## src/rtl/ats21_cmd_issuer.sv

```systemverilog
// rtl/ats21_cmd_issuer.sv - dual-channel command FIFOs paired onto a 16-bit two-beat req/ready bus

module ats21_cmd_fifo #(
    parameter int DEPTH = 4,
    parameter int CW    = $clog2(DEPTH + 1)
) (
    input  logic          clk,
    input  logic          reset,
    input  logic          valid,
    input  logic [31:0]   cmd,
    input  logic          pop,
    output logic [31:0]   head,
    output logic [CW-1:0] count,
    output logic          full,
    output logic          ovf
);
    localparam int PW = $clog2(DEPTH);

    logic [31:0]   mem [DEPTH];
    logic [PW-1:0] wr_ptr;
    logic [PW-1:0] rd_ptr;
    logic          accept;
    logic          take;

    // Full is judged before the edge, so a same-edge pop never frees room for a push.
    assign full   = (count == CW'(DEPTH));
    assign accept = valid && !full;
    assign take   = pop && (count != '0);
    assign head   = mem[rd_ptr];

    always_ff @(posedge clk) begin
        if (!reset && accept) begin
            mem[wr_ptr] <= cmd;
        end
    end

    always_ff @(posedge clk) begin
        if (reset) begin
            wr_ptr <= '0;
            rd_ptr <= '0;
            count  <= '0;
            ovf    <= 1'b0;
        end else begin
            if (accept) begin
                wr_ptr <= wr_ptr + 1'b1;
            end
            if (take) begin
                rd_ptr <= rd_ptr + 1'b1;
            end
            if (valid && full) begin
                ovf <= 1'b1;
            end
            case ({accept, take})
                2'b10:   count <= count + 1'b1;
                2'b01:   count <= count - 1'b1;
                default: count <= count;
            endcase
        end
    end
endmodule

module ats21_cmd_issuer #(
    parameter int DEPTH = 4,
    parameter int CW    = $clog2(DEPTH + 1)
) (
    input  logic          clk,
    input  logic          reset,
    input  logic          a_valid,
    input  logic [31:0]   a_cmd,
    output logic          a_full,
    output logic [CW-1:0] a_count,
    input  logic          b_valid,
    input  logic [31:0]   b_cmd,
    output logic          b_full,
    output logic [CW-1:0] b_count,
    input  logic          ready,
    output logic          req,
    output logic [15:0]   ctrlA,
    output logic [15:0]   ctrlB,
    output logic          busy,
    output logic [1:0]    err
);
    typedef enum logic [1:0] {IDLE, UPPER, LOWER} state_t;

    state_t      state;
    logic [31:0] a_head;
    logic [31:0] b_head;
    logic [15:0] pa_lo;
    logic [15:0] pb_lo;
    logic        a_ne;
    logic        b_ne;
    logic        accepted;
    logic        load;
    logic [31:0] next_a;
    logic [31:0] next_b;
    logic        a_ovf;
    logic        b_ovf;

    ats21_cmd_fifo #(.DEPTH(DEPTH), .CW(CW)) u_fifo_a (
        .clk   (clk),
        .reset (reset),
        .valid (a_valid),
        .cmd   (a_cmd),
        .pop   (load && a_ne),
        .head  (a_head),
        .count (a_count),
        .full  (a_full),
        .ovf   (a_ovf)
    );

    ats21_cmd_fifo #(.DEPTH(DEPTH), .CW(CW)) u_fifo_b (
        .clk   (clk),
        .reset (reset),
        .valid (b_valid),
        .cmd   (b_cmd),
        .pop   (load && b_ne),
        .head  (b_head),
        .count (b_count),
        .full  (b_full),
        .ovf   (b_ovf)
    );

    assign a_ne     = (a_count != '0);
    assign b_ne     = (b_count != '0);
    assign accepted = req && ready;
    // A new pair loads from IDLE regardless of ready, or right as the lower beat is taken.
    assign load     = (a_ne || b_ne) && ((state == IDLE) || (state == LOWER && accepted));
    assign next_a   = a_ne ? a_head : 32'h0;
    assign next_b   = b_ne ? b_head : 32'h0;
    assign busy     = (state != IDLE) || a_ne || b_ne;
    assign err      = {b_ovf, a_ovf};

    // Only the lower halves need holding; upper halves go straight to the bus at load.
    always_ff @(posedge clk) begin
        if (reset) begin
            state <= IDLE;
            req   <= 1'b0;
            ctrlA <= '0;
            ctrlB <= '0;
            pa_lo <= '0;
            pb_lo <= '0;
        end else if (load) begin
            state <= UPPER;
            req   <= 1'b1;
            ctrlA <= next_a[31:16];
            ctrlB <= next_b[31:16];
            pa_lo <= next_a[15:0];
            pb_lo <= next_b[15:0];
        end else begin
            case (state)
                UPPER: begin
                    if (accepted) begin
                        state <= LOWER;
                        ctrlA <= pa_lo;
                        ctrlB <= pb_lo;
                    end
                end
                LOWER: begin
                    if (accepted) begin
                        state <= IDLE;
                        req   <= 1'b0;
                        ctrlA <= '0;
                        ctrlB <= '0;
                    end
                end
                default: begin
                    state <= IDLE;
                    req   <= 1'b0;
                    ctrlA <= '0;
                    ctrlB <= '0;
                end
            endcase
        end
    end
endmodule

```

## config.mk

```make
export PLATFORM = sky130hd
export DESIGN_NAME = ats21_cmd_issuer
export DESIGN_NICKNAME = d
export VERILOG_FILES = /design/src/rtl/ats21_cmd_issuer.sv
export SDC_FILE = /design/constraint.sdc
export NUM_CORES = 1
export LEC_CHECK = 0
export CORE_MARGIN = 3
export CORE_UTILIZATION = 59
export CTS_BUF_LIST = sky130_fd_sc_hd__clkbuf_8
export DETAILED_ROUTE_END_ITERATION = 6
export DONT_BUFFER_PORTS = 1
export PLACE_DENSITY = 0.78
export SETUP_SLACK_MARGIN = 0.15
export SKIP_CTS_REPAIR_TIMING = 1
export SLEW_MARGIN = 20
export SYNTH_ARGS = -nofsm -noshare
export SYNTH_HDL_FRONTEND = slang
export SYNTH_SLANG_ARGS = --single-unit
```

## constraint.sdc

```tcl
create_clock -name clk -period 2.4 [get_ports clk]
set_clock_uncertainty 0.2 [all_clocks]
set_input_delay 0.48 -clock clk [delete_from_list [all_inputs] [get_ports clk]]
set_output_delay 0.48 -clock clk [all_outputs]
set_load 0.1 [all_outputs]
```

# Word-level counts from Yosys, hierarchy flattened
# Memory sizes are Yosys's and may differ from the RTL's. A register that Yosys moved wholly into a read port is not among the register bits.
# Cells that the tools add are included.
word_totals:
  word_cells: 94
  reg_bits: 83
  mem_bits_rw: 256
  output_inout_bits: 44
  mem_count: 2
  in_bits: 69
memory_table:
  columns: ["memory", "words", "word_bits", "rd", "rd_clocked_by_memory_dff", "wr", "line_no", "text"]
  rows:
  - ["u_fifo_a.mem", 4, 32, 1, 1, 1, "19", "logic [31:0] mem [DEPTH];"]
  - ["u_fifo_b.mem", 4, 32, 1, 1, 1, "19", null]
op_classes:
  n_reduce_logical: 30
  muxes: 26
  addsub: 8
  eq_ne: 13
ops:
  columns: ["operator", "n"]
  rows:
  - ["$mux W16", 5]
  - ["$mux W32", 2]
  - ["$pmux W16 S2", 2]
  - ["$logic_and A1 B1 Y1", 13]
  - ["$mux W2", 6]
  - ["$pmux W3 S2", 2]
  - ["$add A2 B1 Y2 const B", 4]
  - ["$mux W1", 7]
  - ["$add A3 B1 Y3 const B", 2]
  - ["$eq A2 B1 Y1 const B", 3]
  - ["$eq A2 B2 Y1 const B", 3]
  - ["$eq A3 B3 Y1 const B", 2]
  - ["$ne A2 B2 Y1 const B", 3]
  - ["$ne A3 B3 Y1 const B", 2]
  - ["$reduce_and A2 Y1", 3]
  - ["$reduce_bool A2 Y1", 3]
  - ["$reduce_bool A3 Y1", 2]
  - ["$sub A3 B1 Y3 const B", 2]
  - ["$logic_or A1 B1 Y1", 4]
  - ["$pmux W2 S2", 1]
  - ["$logic_not A1 Y1", 3]
  - ["$logic_not A2 Y1", 1]
  - ["$pmux W1 S2", 1]
  - ["$reduce_or A2 Y1", 1]

# Longest topological paths before layout
depth:
  word_depth: 8
  depth_mapped: 9

# Modules after synthesis
# Synthesis repeated with hierarchy kept, for this count alone.
hier_totals:
  cells_unflattened: 758
  area_unflattened_um2: 13641.8
modules_own_cells:
  columns: ["module", "seq_area_each_um2", "cells_each", "area_per_inst_um2", "n_inst"]
  rows:
  - ["ats21_cmd_fifo", 4043.9, 221, 5185.0, 2]
  - ["ats21_cmd_issuer", 1341.3, 316, 3271.9, 1]

# Worst setup path before layout
# OpenSTA, ideal clock, no wires.
synth_path:
  path_type: "reg2reg"
  startpoint: "register u_fifo_a.count[2]"
  endpoint: "register u_fifo_a.count[2]"
  path_stages_with_launch: 9
  arrival_ns: 4.930
  path_buffers: 0
  required_time_ns: 2.128
  setup_slack_ns: -2.802
  cell_sequence: "dfxtp_1 -> nor3b_1 -> nand2b_1 -> ha_1 -> inv_1 -> fa_1 -> xor2_1 -> or3_1 -> a21oi_1"
synth_between:
  elab_cells_between_ends: 14
  classes_between: "add/sub (2); eq/ne (3); mux (1); reduce/logical (8)"
synth_lines:
  columns: ["element", "line_no", "text"]
  rows:
  - ["from (decl)", "13", "output logic [CW-1:0] count,"]
  - ["from (signal assigned)", "54", "2'b10: count <= count + 1'b1;"]
  - ["from (signal assigned)", "55", "2'b01: count <= count - 1'b1;"]
  - ["from (signal assigned)", "56", "default: count <= count;"]
  - ["$eq A3 B3 Y1 (*)", "26", "assign full = (count == CW'(DEPTH));"]
  - ["named net a_full", "70", "output logic a_full,"]
  - ["$logic_not A1 Y1 (*)", "27", "assign accept = valid && !full;"]
  - ["$logic_and A1 B1 Y1 (*)", "27", null]
  - ["$eq A2 B1 Y1 or $eq A2 B2 Y1 (tied branches)", "53", "case ({accept, take})"]
  - ["$pmux W3 S2 or $reduce_bool A2 Y1 (tied branches)", null, null]
# Mark *: on every way through the listed nets, which the timed path passes. The rest lies on a longest branch.
# A chain may end at the register's enable or synchronous reset.

# Worst setup path in the final report
layout_path:
  startpoint: "register u_fifo_b.count[2]"
  endpoint: "output busy"
layout_between:
  elab_chain_cells: 2
layout_lines:
  columns: ["element", "line_no", "text"]
  rows:
  - ["from (decl)", "13", null]
  - ["from (signal assigned)", "54", null]
  - ["from (signal assigned)", "55", null]
  - ["from (signal assigned)", "56", null]
  - ["$reduce_bool A3 Y1", "124", "assign b_ne = (b_count != '0);"]
  - ["$logic_or A1 B1 Y1", "130", "assign busy = (state != IDLE) || a_ne || b_ne;"]
  - ["to (decl)", "80", "output logic busy,"]
# Every way passes these cells.

==> impl_results.md <==
- Starting density of the core: a little over 60%
- Pin count of the biggest net entering global routing: 88
- Syn_nets: 832
- Tot GR Track Use: 22.0%
- Clk buf depth: 3
- Crit end category: output pin
- Critical Setup Path Class: flop to output pin
- Setup-failing EPs final: 1
- CTS tree: yes
- Initial drt markers: between 600 and 700
- Routed len/inst: roughly 22 microns
- Drt first pass iters: 5
- Relative slew margins: roughly two thirds
- Cells after synthesis: 751
- Area grow syn2layout: 19.9%
- HPWL reported at the end of detailed placement: 15900 microns
- I/O pins: 113
- Wirelength, routed: around 27000 microns
- # DRC: 0
- Worst VDD drop: 0.705 mV
- Avg Synthesized Cell Area: 17.3 sq um
- Nets: around 1000
- Die width: around 150 microns
- Main flop type after synthesis: edfxtp_1
- Chip height: 154 microns
- Clk Latency, worst-skew pair: 570 ps
- Final WS setup: -105 ps
- Final count of pins violating max slew: 0
- Critical Path Fanout Max: 4
- Vias per inst: 5.95
- Number of port buffers: 0
- Fin Setup TNS: -105 ps
- P per Cell Area: 1250 nW/um^2
- Sink Count: 343
- Die area: 23800 sq um
- RSZ-0062 raised after global routing: true
- First-pass GRT wire length: 40600 microns
- Fmax: approximately 400 MHz
- Post-Syn Area: 13000 sq um
- CTS Root Cell: clkbuf_8
- Initial antenna violation count: 3
- Critical Path AT: 1830 ps
- Via Count: 7247
- Top cells by area, synth: edfxtp_1 (59%), dfxtp_1 (13%), mux4_2 (11%)
- Pleak: 0.00534 uW
- Startpoint types: flop
- Final ANT Viol Nets: 0
- Synth top area share: 59.3%
- FF+latch count, synth: 343
- Path depth of the worst reg2reg path: 9
- Final worst-path cycle share: 104%
- Max Cap Violations: 0
- Proportion of layout cells with a drive suffix above 1: between 20% and 30%
- Asr flop ratio synth: 0%
- Gr ovfl total: 0
- Sequential element share of the synthesized area: 72.7%
- Core ar.: 21300 sq um
- Cell variety after synth: 41
- Failing checks: setup timing
- Clk slew on worst S/H paths: ~60 ps
- Final Util: 73.0%
- Status: finished, violations left
- Placer Congestion: between 0.8 and 0.9
- Hold Violations, Final: 0
- Cell taking the most area after synthesis: edfxtp_1
- CTS buffer count: 52
- Row Count: 53
- Final worst path period need: 2510 ps
- H-Tree Depth: 2
- EDFF count, synth: around 260
- Worst Tran Pin Value: 526 ps
- Dpl ws: 191 ps
- Hold-critical path depth: 4
- Ys Warns: 0
- Worst Hold Class: primary input to flop
- Critical Path RT: 1720 ps
- Vias in the first global route: 7109
## layout by cell type, fill, tap and decap left out, types with 10 or more instances in the layout
cell type	n
a22oi_1	32
a311oi_1	20
a311oi_2	10
buf_4	62
clkbuf_8	58
dfxtp_1	77
dlygate4sd3_1	72
edfxtp_1	256
inv_1	42
mux4_2	64
nand2_1	37
nor2_1	82
o21ai_0	33
## sequential cells by signal, indices dropped and copies added, names as in the netlist, 3 cells and up, named ones only
name            cells
u_fifo_b.count      3
pb_lo              16
ctrlB              16
pa_lo              16
u_fifo_a.mem      128
u_fifo_a.count      3
u_fifo_b.mem      128
ctrlA              16
## final timing paths
path,from,slack (ps),end
setup / recovery,u_fifo_b.count[2]$_SDFFE_PP0P_,-110,busy
hold / removal,b_valid,80,u_fifo_b.wr_ptr[1]$_SDFFE_PP0P_
setup reg to reg,u_fifo_b.count[2]$_SDFFE_PP0P_,70,u_fifo_b.count[2]$_SDFFE_PP0P_
hold reg to reg,u_fifo_b.ovf$_SDFFE_PP0P_,270,u_fifo_b.ovf$_SDFFE_PP0P_
## Yosys cell counts (2+ instances only)
cell type,instances
edfxtp_1,256
dfxtp_1,87
nor2_1,82
mux4_2,64
nand2_1,37
o21ai_0,33
a22oi_1,32
a311oi_1,20
buf_2,18
clkbuf_1,17
inv_1,13
a21oi_1,11
a311oi_2,10
ha_1,10
and2_1,8
buf_4,5
xnor2_1,5
buf_6,4
xor2_1,4
buf_1,3
nand3_1,3
a32oi_1,2
fa_1,2
mux2_2,2
mux2i_1,2
nand2b_1,2
nor3_2,2
nor3_4,2
nor3b_1,2
or3_1,2
## worst max-delay path: stages, from the launching register on
cell and delay, ps:
dfxtp_4 360, nor3_4 310, nand3_2 140, or2_4 260, buf_12 160
## cell families (layout without fill, tap and decap cells)
| family | count (synthesis) | count (layout) | share of synthesized area (%) |
|---|---|---|---|
| fa+ha+maj | 12 | 12 | 1.27 |
| xor+xnor | 9 | 9 | 0.608 |
| mux | 68 | 68 | 11.4 |
| other cells | 0 | 2 | 0 |
| compound gates | 114 | 114 | 6.67 |
| buf+inv | 61 | 252 | 2.35 |
| flops | 343 | 343 | 72.7 |
| simple gates | 144 | 144 | 4.90 |
## stage by stage
step                      instance area, sq um  power (uW)  cells  hold slack [ps]
after floorplan                          13100       13300    751              238
after detailed placement                 13800       14900   1042              264
final                                    15500       19500   1219             84.0
after global routing                     15500       20300   1219             71.8
after CTS                                14700       19100   1137             -261
after global placement                   13800       14600   1042              256
## area by class of cell
type / instances / area [sq um]
Antenna cell: 2 / 5.00
Clock buffer: 58 / 798
Clock inverter: 37 / 149
Fill cell: 1229 / 5740
Inverter: 13 / 48.8
Multi-Input combinational cell: 347 / 3350
Sequential cell: 343 / 9450
Tap cell: 275 / 344
Timing Repair Buffer: 144 / 1390
## where the power goes
| part | internal [uW] | switching, uW | total, uW |
|---|---|---|---|
| clock | 2200 | 2090 | 4290 |
| combinational | 2350 | 5050 | 7400 |
| sequential | 7310 | 498 | 7810 |
## routing by layer
layer | vias to the layer above | GRT usage [%] | wire [microns]
met4 | 2 | 7.06 | 482
met1 | 3652 | 30.4 | 11000
li1 | 3242 | - | -
met2 | 309 | 33.8 | 13500
met5 | - | 0 | 13
met3 | 42 | 7.41 | 2300
(Power assumes the default switching activity.)
